$ cat src/rtl/riscv_pkg.sv
// Shared definitions for the instruction-side blocks: loader FSM encoding
// and the word/byte geometry of the instruction store.
package riscv_pkg;

    // Loader session states.
    typedef enum logic [1:0] {
        ST_IDLE   = 2'd0,
        ST_ACCEPT = 2'd1,
        ST_WRITE  = 2'd2
    } load_state_t;

    // An instruction word occupies four consecutive byte addresses.
    localparam int BYTES_PER_WORD = 4;
    localparam int BYTE_W         = 8;

    // Byte index of the final (most significant) lane of a word.
    localparam logic [1:0] LAST_BYTE_IDX = 2'd3;

endpackage

$ cat src/rtl/instruction_loader.sv
// Program loader: takes 32-bit instruction words from a valid/ready stream
// and writes each one into the byte-addressed instruction store as four
// little-endian byte writes. The core is held in reset while a session runs.
module instruction_loader
    import riscv_pkg::*;
#(
    parameter int ADDR_W    = 8,
    parameter int MEM_BYTES = 128,
    parameter int BASE_ADDR = 0
) (
    input  logic              clk,
    input  logic              reset,
    input  logic              start,
    input  logic              word_valid,
    input  logic [31:0]       word_data,
    input  logic              word_last,
    output logic              word_ready,
    output logic              mem_we,
    output logic [ADDR_W-1:0] mem_addr,
    output logic [7:0]        mem_wdata,
    output logic              busy,
    output logic              cpu_hold,
    output logic              done,
    output logic              overflow,
    output logic [ADDR_W-1:0] words_loaded
);

    // The bounds check is done one bit wider than the address so that
    // addr+4 can never wrap around and slip under the limit.
    localparam logic [ADDR_W:0]   MEM_LIMIT = (ADDR_W+1)'(MEM_BYTES);
    localparam logic [ADDR_W:0]   WORD_SPAN = (ADDR_W+1)'(BYTES_PER_WORD);
    localparam logic [ADDR_W-1:0] ADDR_STEP = ADDR_W'(BYTES_PER_WORD);
    localparam logic [ADDR_W-1:0] BASE      = ADDR_W'(BASE_ADDR);

    load_state_t       state_reg;
    logic [ADDR_W-1:0] addr_reg;
    logic [1:0]        idx_reg;
    logic [31:0]       word_reg;
    logic              last_reg;

    logic              word_ready_reg;
    logic              busy_reg;
    logic              done_reg;
    logic              overflow_reg;
    logic [ADDR_W-1:0] words_loaded_reg;
    logic              mem_we_reg;
    logic [ADDR_W-1:0] mem_addr_reg;
    logic [7:0]        mem_wdata_reg;

    logic [1:0]        idx_next;
    logic [7:0]        byte_next;
    logic              would_overflow;
    logic [7:0]        lane [BYTES_PER_WORD];

    // Split the latched word into its byte lanes, lane 0 = lowest address.
    genvar gi;
    generate
        for (gi = 0; gi < BYTES_PER_WORD; gi++) begin : g_lane
            assign lane[gi] = word_reg[BYTE_W*gi +: BYTE_W];
        end
    endgenerate

    assign idx_next       = idx_reg + 2'd1;
    assign would_overflow = ({1'b0, addr_reg} + WORD_SPAN) > MEM_LIMIT;

    // Byte lane for the next write cycle: plain 4:1 mux on the next index.
    always_comb begin
        byte_next = lane[0];
        case (idx_next)
            2'd0:    byte_next = lane[0];
            2'd1:    byte_next = lane[1];
            2'd2:    byte_next = lane[2];
            default: byte_next = lane[3];
        endcase
    end

    // Session FSM; every output is a register so the store's write port
    // never sees a combinational path from the input stream.
    always_ff @(posedge clk or posedge reset) begin
        if (reset) begin
            state_reg        <= ST_IDLE;
            addr_reg         <= '0;
            idx_reg          <= '0;
            word_reg         <= '0;
            last_reg         <= 1'b0;
            word_ready_reg   <= 1'b0;
            busy_reg         <= 1'b0;
            done_reg         <= 1'b0;
            overflow_reg     <= 1'b0;
            words_loaded_reg <= '0;
            mem_we_reg       <= 1'b0;
            mem_addr_reg     <= '0;
            mem_wdata_reg    <= '0;
        end else begin
            case (state_reg)
                ST_IDLE: begin
                    if (start) begin
                        addr_reg         <= BASE;
                        done_reg         <= 1'b0;
                        overflow_reg     <= 1'b0;
                        words_loaded_reg <= '0;
                        word_ready_reg   <= 1'b1;
                        busy_reg         <= 1'b1;
                        state_reg        <= ST_ACCEPT;
                    end
                end

                ST_ACCEPT: begin
                    if (word_valid) begin
                        word_reg       <= word_data;
                        last_reg       <= word_last;
                        word_ready_reg <= 1'b0;
                        if (would_overflow) begin
                            // Word is swallowed without touching memory.
                            overflow_reg <= 1'b1;
                            busy_reg     <= 1'b0;
                            state_reg    <= ST_IDLE;
                        end else begin
                            // First byte goes out straight from the handshake
                            // cycle so four writes follow back to back.
                            idx_reg       <= 2'd0;
                            mem_we_reg    <= 1'b1;
                            mem_addr_reg  <= addr_reg;
                            mem_wdata_reg <= word_data[7:0];
                            state_reg     <= ST_WRITE;
                        end
                    end
                end

                ST_WRITE: begin
                    if (idx_reg == LAST_BYTE_IDX) begin
                        mem_we_reg       <= 1'b0;
                        mem_addr_reg     <= '0;
                        mem_wdata_reg    <= '0;
                        addr_reg         <= addr_reg + ADDR_STEP;
                        words_loaded_reg <= words_loaded_reg + ADDR_W'(1);
                        if (last_reg) begin
                            done_reg  <= 1'b1;
                            busy_reg  <= 1'b0;
                            state_reg <= ST_IDLE;
                        end else begin
                            word_ready_reg <= 1'b1;
                            state_reg      <= ST_ACCEPT;
                        end
                    end else begin
                        idx_reg       <= idx_next;
                        mem_addr_reg  <= addr_reg + ADDR_W'(idx_next);
                        mem_wdata_reg <= byte_next;
                    end
                end

                default: begin
                    word_ready_reg <= 1'b0;
                    busy_reg       <= 1'b0;
                    mem_we_reg     <= 1'b0;
                    mem_addr_reg   <= '0;
                    mem_wdata_reg  <= '0;
                    state_reg      <= ST_IDLE;
                end
            endcase
        end
    end

    assign word_ready   = word_ready_reg;
    assign busy         = busy_reg;
    assign cpu_hold     = busy_reg;
    assign done         = done_reg;
    assign overflow     = overflow_reg;
    assign words_loaded = words_loaded_reg;
    assign mem_we       = mem_we_reg;
    assign mem_addr     = mem_addr_reg;
    assign mem_wdata    = mem_wdata_reg;

endmodule

$ cat config.mk
export PLATFORM = sky130hd
export DESIGN_NAME = instruction_loader
export DESIGN_NICKNAME = d
export VERILOG_FILES = /design/src/rtl/riscv_pkg.sv /design/src/rtl/instruction_loader.sv
export SDC_FILE = /design/constraint.sdc
export NUM_CORES = 1
export LEC_CHECK = 0
export ABC_CLOCK_PERIOD_IN_PS = 2100
export BUFFER_PORTS_ARGS = -buffer_cell sky130_fd_sc_hd__buf_2
export CAP_MARGIN = 20
export CELL_PAD_IN_SITES_DETAIL_PLACEMENT = 2
export CELL_PAD_IN_SITES_GLOBAL_PLACEMENT = 2
export CORE_MARGIN = 10
export CORE_UTILIZATION = 32
export DETAILED_ROUTE_END_ITERATION = 7
export GPL_ROUTABILITY_DRIVEN = 0
export HOLD_SLACK_MARGIN = 0.02
export PLACE_DENSITY = 0.76
export SLEW_MARGIN = 20
export SYNTH_ARGS = -nofsm -noshare
export SYNTH_HDL_FRONTEND = slang
export SYNTH_SLANG_ARGS = --single-unit
$ cat constraint.sdc
create_clock -name clk -period 2.1 [get_ports clk]
set_input_delay 0.21 -clock clk [delete_from_list [all_inputs] [get_ports clk]]
set_output_delay 0.21 -clock clk [all_outputs]
set_load 0.02 [all_outputs]
==> metrics.txt <==
status=finished clean; CP delay by family, top=simple AND/OR/NAND/NOR gates; Total Routing Usage GR=14.2%; Cells on Worst Hold Path=2; synthesis warning total=0; Syn Area/Cell=11.0 sq um; commonest non-fill, non-tap cells in the layout=dfrtp_1 (70), buf_2 (66), mux2_2 (40); DRC Markers=0; Cell variety after synth=51; clk_lat worst skew=0.33 ns; Syn Inst Count=332; Critical Path Max Stage Delay=0.41 ns; most common cell after layout, fill and taps aside=dfrtp_1; sw frac=37.1%; Layout area overhead=26.1%; Initial Util=33.2%; Initial DRC Count=144; Cell Area, Synth=3650 sq um; half-perimeter wire length after placement=8.27 mm; sequential area share after synthesis=49.4%; Hold EP=word_reg[18]$_DFFE_PP0P_; number of nets in the layout=462; CTS tree=done; r2r endpoint=busy$_DFFE_PP0P_; Die Y=127 microns; VDD IR-drop max=0.510 mV; # setup viols final=0; layout cells sized above 1=42.1%; top sig layer=met4; Core Rows=38; pin count of the biggest net entering global routing=73; critical path data arrival time=2.25 ns; DRT Pass-1 Iters=4; CTS buffer count=9; ys flop type=dfrtp_1; hold_ws=0.108 ns; R2R depth=6; via count=2,880; leakage=2.18 nW; r2r startpoint=state_reg[0]$_DFFE_PP0P_; Combinational Power Share=43.9%; Final Hold Viols=0; core area=11,000 sq um; Die Span X=127 microns; fin util=41.9%; Post-synth EDFFs=0; crit end category=flip-flop; H-tree Lvls=3; met2 wire length=5.71 mm; clock buffer depth=2; drt via density=5.21; fmax=493 MHz; met3 wire length=461 microns; max reg flops=32; number of I/O pins=67; P_int=3.97 mW; RSZ-0062 raised after global routing=true; Port Buffers=66; R2R setup slack=0.07 ns; ANT nets after route=0; Final Cycle Share=96.6%; Power Density=1370 nW/um^2; worst-path fanout max=4; clk root buf=clkbuf_16; clock transition at the registers of the reported paths=0.06 ns; diode count=0; average wire per standard cell=20.8 microns; GR Overflow Total=0; P_sw=2.35 mW; CP startpoint kind=flip-flop; sequential share of power=34.6%; crit path kind=reg2reg; Tmin final=2.03 ns; Hold Path Origin=word_data[18]; # clock sinks=72; initial antenna violation count=0; first-pass GRT wire length=18.4 mm; asr flop ratio synth=100%; max-slew violation count=0; max-cap violations=0; Hold Crit Class=in2reg; Mapped Nets=382; clock network power share=21.5%; Worst Setup Slack, final=0.0716 ns; Setup Slack @ Placement=0.0330 ns; worst path cell trace=inv_1, ha_1, nor2b_2, or3_1, a311oi_2, mux2_2; FILL cells=1,162; vias in the first global route=3,251; Bufs and invs on worst path=1; Routed Wire Length=11.5 mm; Req. time, crit path=2.32 ns; slowest cell on the critical path=or3_1; Final Skew=0.00433 ns; routed length on met1=5.08 mm; Seq cells post-synth=72; die area=16,100 sq um
metal layers:
| metal | track usage, % | vias to the layer above |
|---|---|---|
| met3 | 3.00 | 14 |
| met5 | 0 | - |
| met4 | 6.10 | 0 |
| met2 | 23.5 | 54 |
| met1 | 17.5 | 1475 |
| li1 | - | 1337 |
synthesized netlist by cell type, types with 4 or more instances:
cell type  instances  area, sq um
a21oi_1           16         80.1
a222oi_1           8         80.1
clkbuf_1          13         48.8
dfrtp_1           72         1800
ha_1              13          163
inv_1              6         22.5
mux2_2            40          450
mux2_4             7          105
mux2i_1            7         70.1
nand2_1           37          139
nand3_1            8         40.0
nor2_1            23         86.3
nor2b_1            4         25.0
o21ai_0           22          110
o31ai_1            6         45.0
how the worst max path moves through the flow:
stage,depth (start not counted),from,endpoint
global route,7,state_reg[1]$_DFFE_PP0P_,mem_addr[4]$_DFFE_PP0P_
global placement,7,addr_reg[2]$_DFFE_PP0P_,mem_wdata[6]$_DFFE_PP0P_
CTS,7,idx_reg[1]$_DFFE_PP0P_,mem_wdata[0]$_DFFE_PP0P_
finish,6,state_reg[0]$_DFFE_PP0P_,busy$_DFFE_PP0P_
floorplan,8,state_reg[0]$_DFFE_PP0P_,busy$_DFFE_PP0P_
detailed placement,7,state_reg[1]$_DFFE_PP0P_,mem_addr[4]$_DFFE_PP0P_
worst register-to-register path: stages (launching register included):
cell and delay (ns):
dfrtp_1 0.40, inv_1 0.08, ha_1 0.24, nor2b_2 0.19, or3_1 0.41, a311oi_2 0.24, mux2_2 0.36
metrics by stage:
stage | setup TNS [ns] | instances | area [sq um] | power, mW
detailed placement | 0 | 537 | 4280 | 4.88
global placement | 0 | 537 | 4280 | 4.72
global route | -0.161 | 553 | 4600 | 6.76
finish | 0 | 553 | 4600 | 6.31
floorplan | -0.0399 | 332 | 3700 | 3.93
CTS | 0 | 550 | 4550 | 6.31
power groups by stage:
stage / sequential [mW] / clock (mW) / combinational [mW]
finish: 2.18 / 1.36 / 2.77
global route: 2.25 / 1.45 / 3.07
CTS: 2.18 / 1.38 / 2.75
detailed placement: 2.20 / 0 / 2.68
global placement: 2.16 / 0 / 2.57
floorplan: 2.20 / 0 / 1.73
final cells by class:
cell class	count	area (sq um)	share of cell area, %
sequential	72	1800	39.2
multi-input combinational	231	1770	38.5
timing repair buffer	92	573	12.5
clock buffer	11	243	5.28
tap	140	175	3.81
inverter	6	26.3	0.571
clock inverter	1	7.51	0.163
timing repair:
action | CTS | global route
pin swaps | 0 | 3
hold buffers | 1 | 0
buffers inserted | 0 | 3
gates resized for setup | 1 | 12
endpoints found under the setup margin | 1 | 20
hold endpoints to repair | 72 | 0
kinds of logic after synthesis:
logic type / Yosys count / synth area share, %
AND/OR/NAND/NOR: 91 / 11.8
flip-flops: 72 / 49.4
AO/OA/AOI/OAI: 69 / 12.6
multiplexers: 54 / 17.1
buffers and inverters: 29 / 3.84
adder cells (fa/ha/maj): 13 / 4.46
XOR/XNOR: 3 / 0.720
other: 1 / 0.103
(Power assumes the default switching activity.)
